**src/rtl/rb_sweep_if.sv**
```systemverilog
// -----------------------------------------------------------------------------
// rb_sweep_if
//   Bus bundle between the decode stage (master) and the rb_sweep register
//   file (slave).
//
//   Signals:
//     CLR    master->slave  restart the zero-sweep
//     RR1    master->slave  read address, port 1
//     RR2    master->slave  read address, port 2
//     wR     master->slave  write address
//     wD     master->slave  write data
//     RW     master->slave  write enable
//     RD1    slave->master  read data, port 1
//     RD2    slave->master  read data, port 2
//     READY  slave->master  array valid and accepting writes
// -----------------------------------------------------------------------------
interface rb_sweep_if #(
    parameter int DATA_W = 32,
    parameter int ADDR_W = 5
) ();
    logic              CLR;
    logic [ADDR_W-1:0] RR1;
    logic [ADDR_W-1:0] RR2;
    logic [ADDR_W-1:0] wR;
    logic [DATA_W-1:0] wD;
    logic              RW;
    logic [DATA_W-1:0] RD1;
    logic [DATA_W-1:0] RD2;
    logic              READY;

    modport master (
        output CLR, RR1, RR2, wR, wD, RW,
        input  RD1, RD2, READY
    );

    modport slave (
        input  CLR, RR1, RR2, wR, wD, RW,
        output RD1, RD2, READY
    );
endinterface

```
**src/rtl/rb_sweep.sv**
```systemverilog
// -----------------------------------------------------------------------------
// rb_sweep
//   DATA_W x 2**ADDR_W register file: two combinational read ports, one
//   synchronous write port with same-cycle write-to-read bypass. The storage
//   array has no per-entry reset; a sweep FSM writes zero to every entry after
//   reset or a clear request and raises READY once the array is valid.
//
//   Ports:
//     CLK    clock, all state changes on the rising edge
//     RST_N  synchronous active-low reset
//     bus    rb_sweep_if.slave (CLR, RR1, RR2, wR, wD, RW -> RD1, RD2, READY)
//
//   Build option:
//     RB_ZERO_REG_EN  when defined, entry 0 reads as zero and ignores writes
//                     (the sweep still covers every entry).
// -----------------------------------------------------------------------------
module rb_sweep #(
    parameter int DATA_W = 32,
    parameter int ADDR_W = 5
) (
    input  logic        CLK,
    input  logic        RST_N,
    rb_sweep_if.slave   bus
);
    localparam int DEPTH = 2 ** ADDR_W;

    typedef enum logic [0:0] {
        ST_SWEEP = 1'b0,
        ST_IDLE  = 1'b1
    } state_t;

    state_t            state_r;
    state_t            state_nxt_s;
    logic [ADDR_W-1:0] ptr_r;
    logic [ADDR_W-1:0] ptr_nxt_s;

    logic              mem_we_s;
    logic [ADDR_W-1:0] mem_addr_s;
    logic [DATA_W-1:0] mem_data_s;
    logic [DATA_W-1:0] mem_r [DEPTH];

    logic              ready_s;
    logic              wr_ok_s;

    // State and sweep pointer registers.
    always_ff @(posedge CLK) begin
        if (!RST_N) begin
            state_r <= ST_SWEEP;
            ptr_r   <= {ADDR_W{1'b0}};
        end else begin
            state_r <= state_nxt_s;
            ptr_r   <= ptr_nxt_s;
        end
    end

    // Storage array: no reset, contents become defined through the sweep.
    always_ff @(posedge CLK) begin
        if (mem_we_s) begin
            mem_r[mem_addr_s] <= mem_data_s;
        end
    end

    // Whether an external write is allowed to reach the array at this address.
    always_comb begin
        wr_ok_s = 1'b1;
`ifdef RB_ZERO_REG_EN
        if (bus.wR == {ADDR_W{1'b0}}) begin
            wr_ok_s = 1'b0;
        end else begin
            wr_ok_s = 1'b1;
        end
`endif
    end

    // Next-state logic and array write port selection.
    always_comb begin
        state_nxt_s = state_r;
        ptr_nxt_s   = ptr_r;
        mem_we_s    = 1'b0;
        mem_addr_s  = ptr_r;
        mem_data_s  = {DATA_W{1'b0}};

        if (!RST_N) begin
            // Reset edge: the register block takes over, nothing is written.
            mem_we_s = 1'b0;
        end else begin
            case (state_r)
                ST_SWEEP: begin
                    if (bus.CLR) begin
                        // Restart: no write on the restart edge.
                        ptr_nxt_s = {ADDR_W{1'b0}};
                    end else begin
                        mem_we_s   = 1'b1;
                        mem_addr_s = ptr_r;
                        mem_data_s = {DATA_W{1'b0}};
                        // Natural wrap of the ADDR_W-bit pointer returns it to 0.
                        ptr_nxt_s  = ptr_r + {{(ADDR_W-1){1'b0}}, 1'b1};
                        if (ptr_r == {ADDR_W{1'b1}}) begin
                            state_nxt_s = ST_IDLE;
                        end else begin
                            state_nxt_s = ST_SWEEP;
                        end
                    end
                end
                ST_IDLE: begin
                    if (bus.CLR) begin
                        // Clear wins over a simultaneous write.
                        state_nxt_s = ST_SWEEP;
                        ptr_nxt_s   = {ADDR_W{1'b0}};
                    end else if (bus.RW && wr_ok_s) begin
                        mem_we_s   = 1'b1;
                        mem_addr_s = bus.wR;
                        mem_data_s = bus.wD;
                    end else begin
                        mem_we_s = 1'b0;
                    end
                end
                default: begin
                    state_nxt_s = ST_SWEEP;
                    ptr_nxt_s   = {ADDR_W{1'b0}};
                end
            endcase
        end
    end

    // READY is a pure decode of the state register.
    assign ready_s   = (state_r == ST_IDLE);
    assign bus.READY = ready_s;

    // Read port 1: blanked until valid, then bypass, then array.
    always_comb begin
        bus.RD1 = {DATA_W{1'b0}};
        if (!ready_s) begin
            bus.RD1 = {DATA_W{1'b0}};
`ifdef RB_ZERO_REG_EN
        end else if (bus.RR1 == {ADDR_W{1'b0}}) begin
            bus.RD1 = {DATA_W{1'b0}};
`endif
        end else if (bus.RW && (bus.RR1 == bus.wR)) begin
            bus.RD1 = bus.wD;
        end else begin
            bus.RD1 = mem_r[bus.RR1];
        end
    end

    // Read port 2: same selection as port 1, independent address.
    always_comb begin
        bus.RD2 = {DATA_W{1'b0}};
        if (!ready_s) begin
            bus.RD2 = {DATA_W{1'b0}};
`ifdef RB_ZERO_REG_EN
        end else if (bus.RR2 == {ADDR_W{1'b0}}) begin
            bus.RD2 = {DATA_W{1'b0}};
`endif
        end else if (bus.RW && (bus.RR2 == bus.wR)) begin
            bus.RD2 = bus.wD;
        end else begin
            bus.RD2 = mem_r[bus.RR2];
        end
    end

endmodule
```
**src/flat_wrapper.sv**
```systemverilog
// flat-port wrapper written by rule: the top's interface ports become plain ports
module rb_sweep_flat 
#(
    parameter int DATA_W = 32,
    parameter int ADDR_W = 5
)
  (CLK, RST_N, bus_CLR, bus_RR1, bus_RR2, bus_wR, bus_wD, bus_RW, bus_RD1, bus_RD2, bus_READY);
  rb_sweep_if #(.DATA_W(DATA_W), .ADDR_W(ADDR_W)) bus_i ();
  input  logic CLK;
  input  logic RST_N;
  input wire logic [$bits(bus_i.CLR)-1:0] bus_CLR;
  input wire logic [$bits(bus_i.RR1)-1:0] bus_RR1;
  input wire logic [$bits(bus_i.RR2)-1:0] bus_RR2;
  input wire logic [$bits(bus_i.wR)-1:0] bus_wR;
  input wire logic [$bits(bus_i.wD)-1:0] bus_wD;
  input wire logic [$bits(bus_i.RW)-1:0] bus_RW;
  output wire logic [$bits(bus_i.RD1)-1:0] bus_RD1;
  output wire logic [$bits(bus_i.RD2)-1:0] bus_RD2;
  output wire logic [$bits(bus_i.READY)-1:0] bus_READY;
  assign bus_i.CLR = bus_CLR;
  assign bus_i.RR1 = bus_RR1;
  assign bus_i.RR2 = bus_RR2;
  assign bus_i.wR = bus_wR;
  assign bus_i.wD = bus_wD;
  assign bus_i.RW = bus_RW;
  assign bus_RD1 = bus_i.RD1;
  assign bus_RD2 = bus_i.RD2;
  assign bus_READY = bus_i.READY;
  rb_sweep #(.DATA_W(DATA_W), .ADDR_W(ADDR_W)) u_core (.CLK(CLK), .RST_N(RST_N), .bus(bus_i));
endmodule
```
**config.mk**
```make
export PLATFORM = sky130hd
export DESIGN_NAME = rb_sweep_flat
export DESIGN_NICKNAME = d
export VERILOG_FILES = /design/src/rtl/rb_sweep_if.sv /design/src/rtl/rb_sweep.sv /design/src/flat_wrapper.sv
export SDC_FILE = /design/constraint.sdc
export NUM_CORES = 1
export LEC_CHECK = 0
export BUFFER_PORTS_ARGS = -buffer_cell sky130_fd_sc_hd__buf_2
export CAP_MARGIN = 0
export CELL_PAD_IN_SITES_DETAIL_PLACEMENT = 0
export CELL_PAD_IN_SITES_GLOBAL_PLACEMENT = 1
export CORE_UTILIZATION = 45
export CTS_CLUSTER_DIAMETER = 150
export DETAILED_ROUTE_END_ITERATION = 7
export PLACE_DENSITY_LB_ADDON = 0.08
export SLEW_MARGIN = 20
export SYNTH_ARGS = -nofsm -noshare
export SYNTH_HDL_FRONTEND = slang
export SYNTH_SLANG_ARGS = --single-unit
export TNS_END_PERCENT = 20
```
**constraint.sdc**
```tcl
create_clock -name CLK -period 7.9 [get_ports CLK]
set_input_delay 0.79 -clock CLK [delete_from_list [all_inputs] [get_ports CLK]]
set_output_delay 0.79 -clock CLK [all_outputs]
set_load 0.02 [all_outputs]
```
==> impl_metrics.toml <==
[global_routing]
grtUsageMet1 = 0.420
use_met3 = 0.0469
gr-total-overflow = 0
gr-max-usage-layer = "met2"
grt_max_degree = 124
antenna_found_initial = 3
grt_pass1_wl_um = 235000
grt_util_met2 = 0.496
grt_pass1_vias = 30200
grt_usage = 0.304

[cells_and_area]
utilization = 0.510
antenna_cells = 0
nets = 2846
drive_above_1_share = 0.307
layout.cells.non_filler = 4307
area_growth_pct = 12.5

[yosys]
mappedNetlistArea_sq_um = 49300
synth_edf_count = 1024
yosysSeqAreaShare = 0.626
yosys_warnings = 0
async_flop_share = 0
netlist-cell-type-count = 72
synth-seq-cells = 1030
yosys.area.top_type = "edfxtp_1"
synth_top_area_share = 0.623
syn-instance-count = 2691
synth.net_count = 2744
synth_flop_cell = "edfxtp_1"
yosys-top-cells-area = "edfxtp_1 (62%), mux4_2 (20%), mux2i_1 (5.5%), a221oi_1 (1.7%), nor2_1 (0.82%)"
syn_avg_cell_area_sq_um = 18.3

[detailed_routing]
drtAntennaViolNets = 0
remaining_drc_errors = 0
wl_per_cell_um = 39.3
drtIter0Drc = 3672
drt-total-wl_um = 169000
dr_total_vias = 29700
firstDrtPassIters = 5
avgViaCountPerCell = 6.89

[placed_design]
dp_hpwl_um = 94900
port_buffers = 115
dp_slack_ns = 2.86
dp.cells = 4088
gp_congestion = 0.818

[hold_path]
holdPathStages = 2
min_path_type = "reg2reg"

[power]
power_mw = 12.2
irDropWorstVdd_mv = 0.164
p_leak_nw = 15.7
power.density_nw_per_um2 = 220

[die]
core_area_sq_um = 109000
start_util = 0.454
rows = 121
die_area_sq_um = 111000
die-width_um = 333
pin_count = 116
chipHeight_um = 333

[sta]
finalClockSkew_ns = 0.0199
fmax_mhz = 194
rsz0062_at_grt = "no"
final-setup-viol-count = 0
tns_ns = 0
final_hold_viol_count = 0
worst_pin_slew_ns = 1.14
timing.final.ws_setup_ns = 2.73
slew_viol_final = 0
min_period_ns = 5.17
fin_crit_sh = 0.654
slew_headroom = 0.238

[clock_tree]
cts_buffers = 115
post_cts.repair.setup_buffers = 0
h-tree-depth = 3
cts.path.max_buffers = 3
clkSinkCount = 1030
cts_tree = "yes"
cts_repair_resize_count = 0
clk_pin_slew_worst_paths_ns = 0.06
clock_latency_ns = 0.72
cts_root_buffer = "clkbuf_16"
postCtsHoldBufs = 0

[worst_setup_path]
cpLargestDelayFamily = "simple AND/OR/NAND/NOR gates"
crit_path_end_kind = "output port"
cp.arrival_ns = 4.38
cpPeakStageDelay_ns = 0.74
crit_type = "in2out"
crit_chain = "buf_4, xnor2_1, nand4_1, or2_2, nor2_1, buf_4, a221o_1, buf_2"
cpMaxStageDelayCell = "or2_2"
cp_num_buf_inv = 3
crit_required_ns = 7.11
cp.depth = 8
cp_max_fo = 33
cpMostUsedCell = "buf_4"
r2r_cells = 5
start_kind = "primary input"

[run_status]
status = "finished, final reports clean"

[flow_run]
maxCapViolations = 0
per-layer routing:
metal,routed length [um],vias up,part of all wire
li1,-,11700,-
met1,67900,16200,0.40
met2,82200,1507,0.49
met3,13500,284,0.080
met4,5420,2,0.032
met5,14,-,0.000083
cell usage after synthesis (6+ instances only):
library cell	number
a211oi_1	7
a21oi_1	51
a221o_1	25
a221oi_1	98
a22oi_1	17
a311oi_1	6
a31oi_1	22
and2_1	35
and3_1	6
buf_1	12
buf_2	52
buf_4	23
buf_6	30
clkbuf_1	97
dfxtp_1	6
edfxtp_1	1024
mux2_2	9
mux2i_1	270
mux4_2	440
nand2_1	84
nand2b_1	11
nand3_1	17
nor2_1	108
nor2b_1	8
nor3_1	11
o21ai_0	61
o21ai_1	28
o22ai_1	6
o31ai_1	14
xnor2_1	7
cell type report:
class	instances	area (sq um)
clock buffers	142	3040
clock inverters	75	896
fillers	8742	53200
inverters	9	37.5
multi-input cells	1430	17400
flip-flops and latches	1030	30900
well taps	1414	1770
repair buffers	207	1480
worst min-delay path, delay by kind of cell (launching register included):
family / cells / cell delay (ns)
flip-flops: 1 / 0.34
AND/OR/NAND/NOR: 2 / 0.16
logic make-up (layout without fill, tap and decap cells):
logic type | after synthesis | count (layout) | synth area share
muxes | 719 | 719 | 0.258
DFF | 1030 | 1030 | 0.626
buffers and inverters | 231 | 433 | 0.0273
AOI/OAI and AO/OA | 395 | 395 | 0.0582
adders and majority gates | 2 | 2 | 0.000507
xor gates and xnor gates | 12 | 12 | 0.00213
and+or+nand+nor | 302 | 302 | 0.0281
cell usage in the layout (no fill, tap or decap), types with 14 or more instances in the layout:
cell / instances
a22oi_1: 17
o21ai_1: 28
a31oi_1: 22
clkbuf_1: 24
nor2_1: 74
clkinv_2: 26
bufinv_16: 20
and2_1: 32
edfxtp_1: 1024
clkbuf_16: 118
mux2i_1: 270
mux4_2: 440
buf_4: 85
nand3_1: 16
o21ai_0: 60
buf_2: 107
nor2_4: 33
a221oi_1: 98
a221o_1: 25
a21oi_1: 51
o31ai_1: 14
clkinv_1: 22
nand2_1: 84
metrics by stage:
stage / area, sq um / hold slack (ns)
after floorplan: 49300 / 0.494
final: 55500 / 0.538
after detailed placement: 51500 / 0.517
after global placement: 51400 / 0.506
after global routing: 55500 / 0.573
after CTS: 55400 / 0.507
report_power, final:
group / leakage, nW / internal, mW / switching, mW
registers: 7.38 / 5.93 / 0.00583
clock network: 1.93 / 3.38 / 2.25
logic: 6.38 / 0.224 / 0.420
flip-flops by register name (all words and copies together), names as in the netlist:
register	flops
u_core.ptr_r	5
u_core.bus.READY	1
u_core.mem_r	1024
final timing paths:
kind	slack (ns)	to	startpoint
worst max-delay path	2.73	bus_RD1[6]	bus_RR1[3]
worst min-delay path	0.54	u_core.ptr_r[0]	u_core.ptr_r[0]
worst max register to register	3.76	u_core.mem_r[28][28]	u_core.bus.READY
worst min register to register	0.54	u_core.ptr_r[0]	u_core.ptr_r[0]
(Power assumes the default switching activity.)
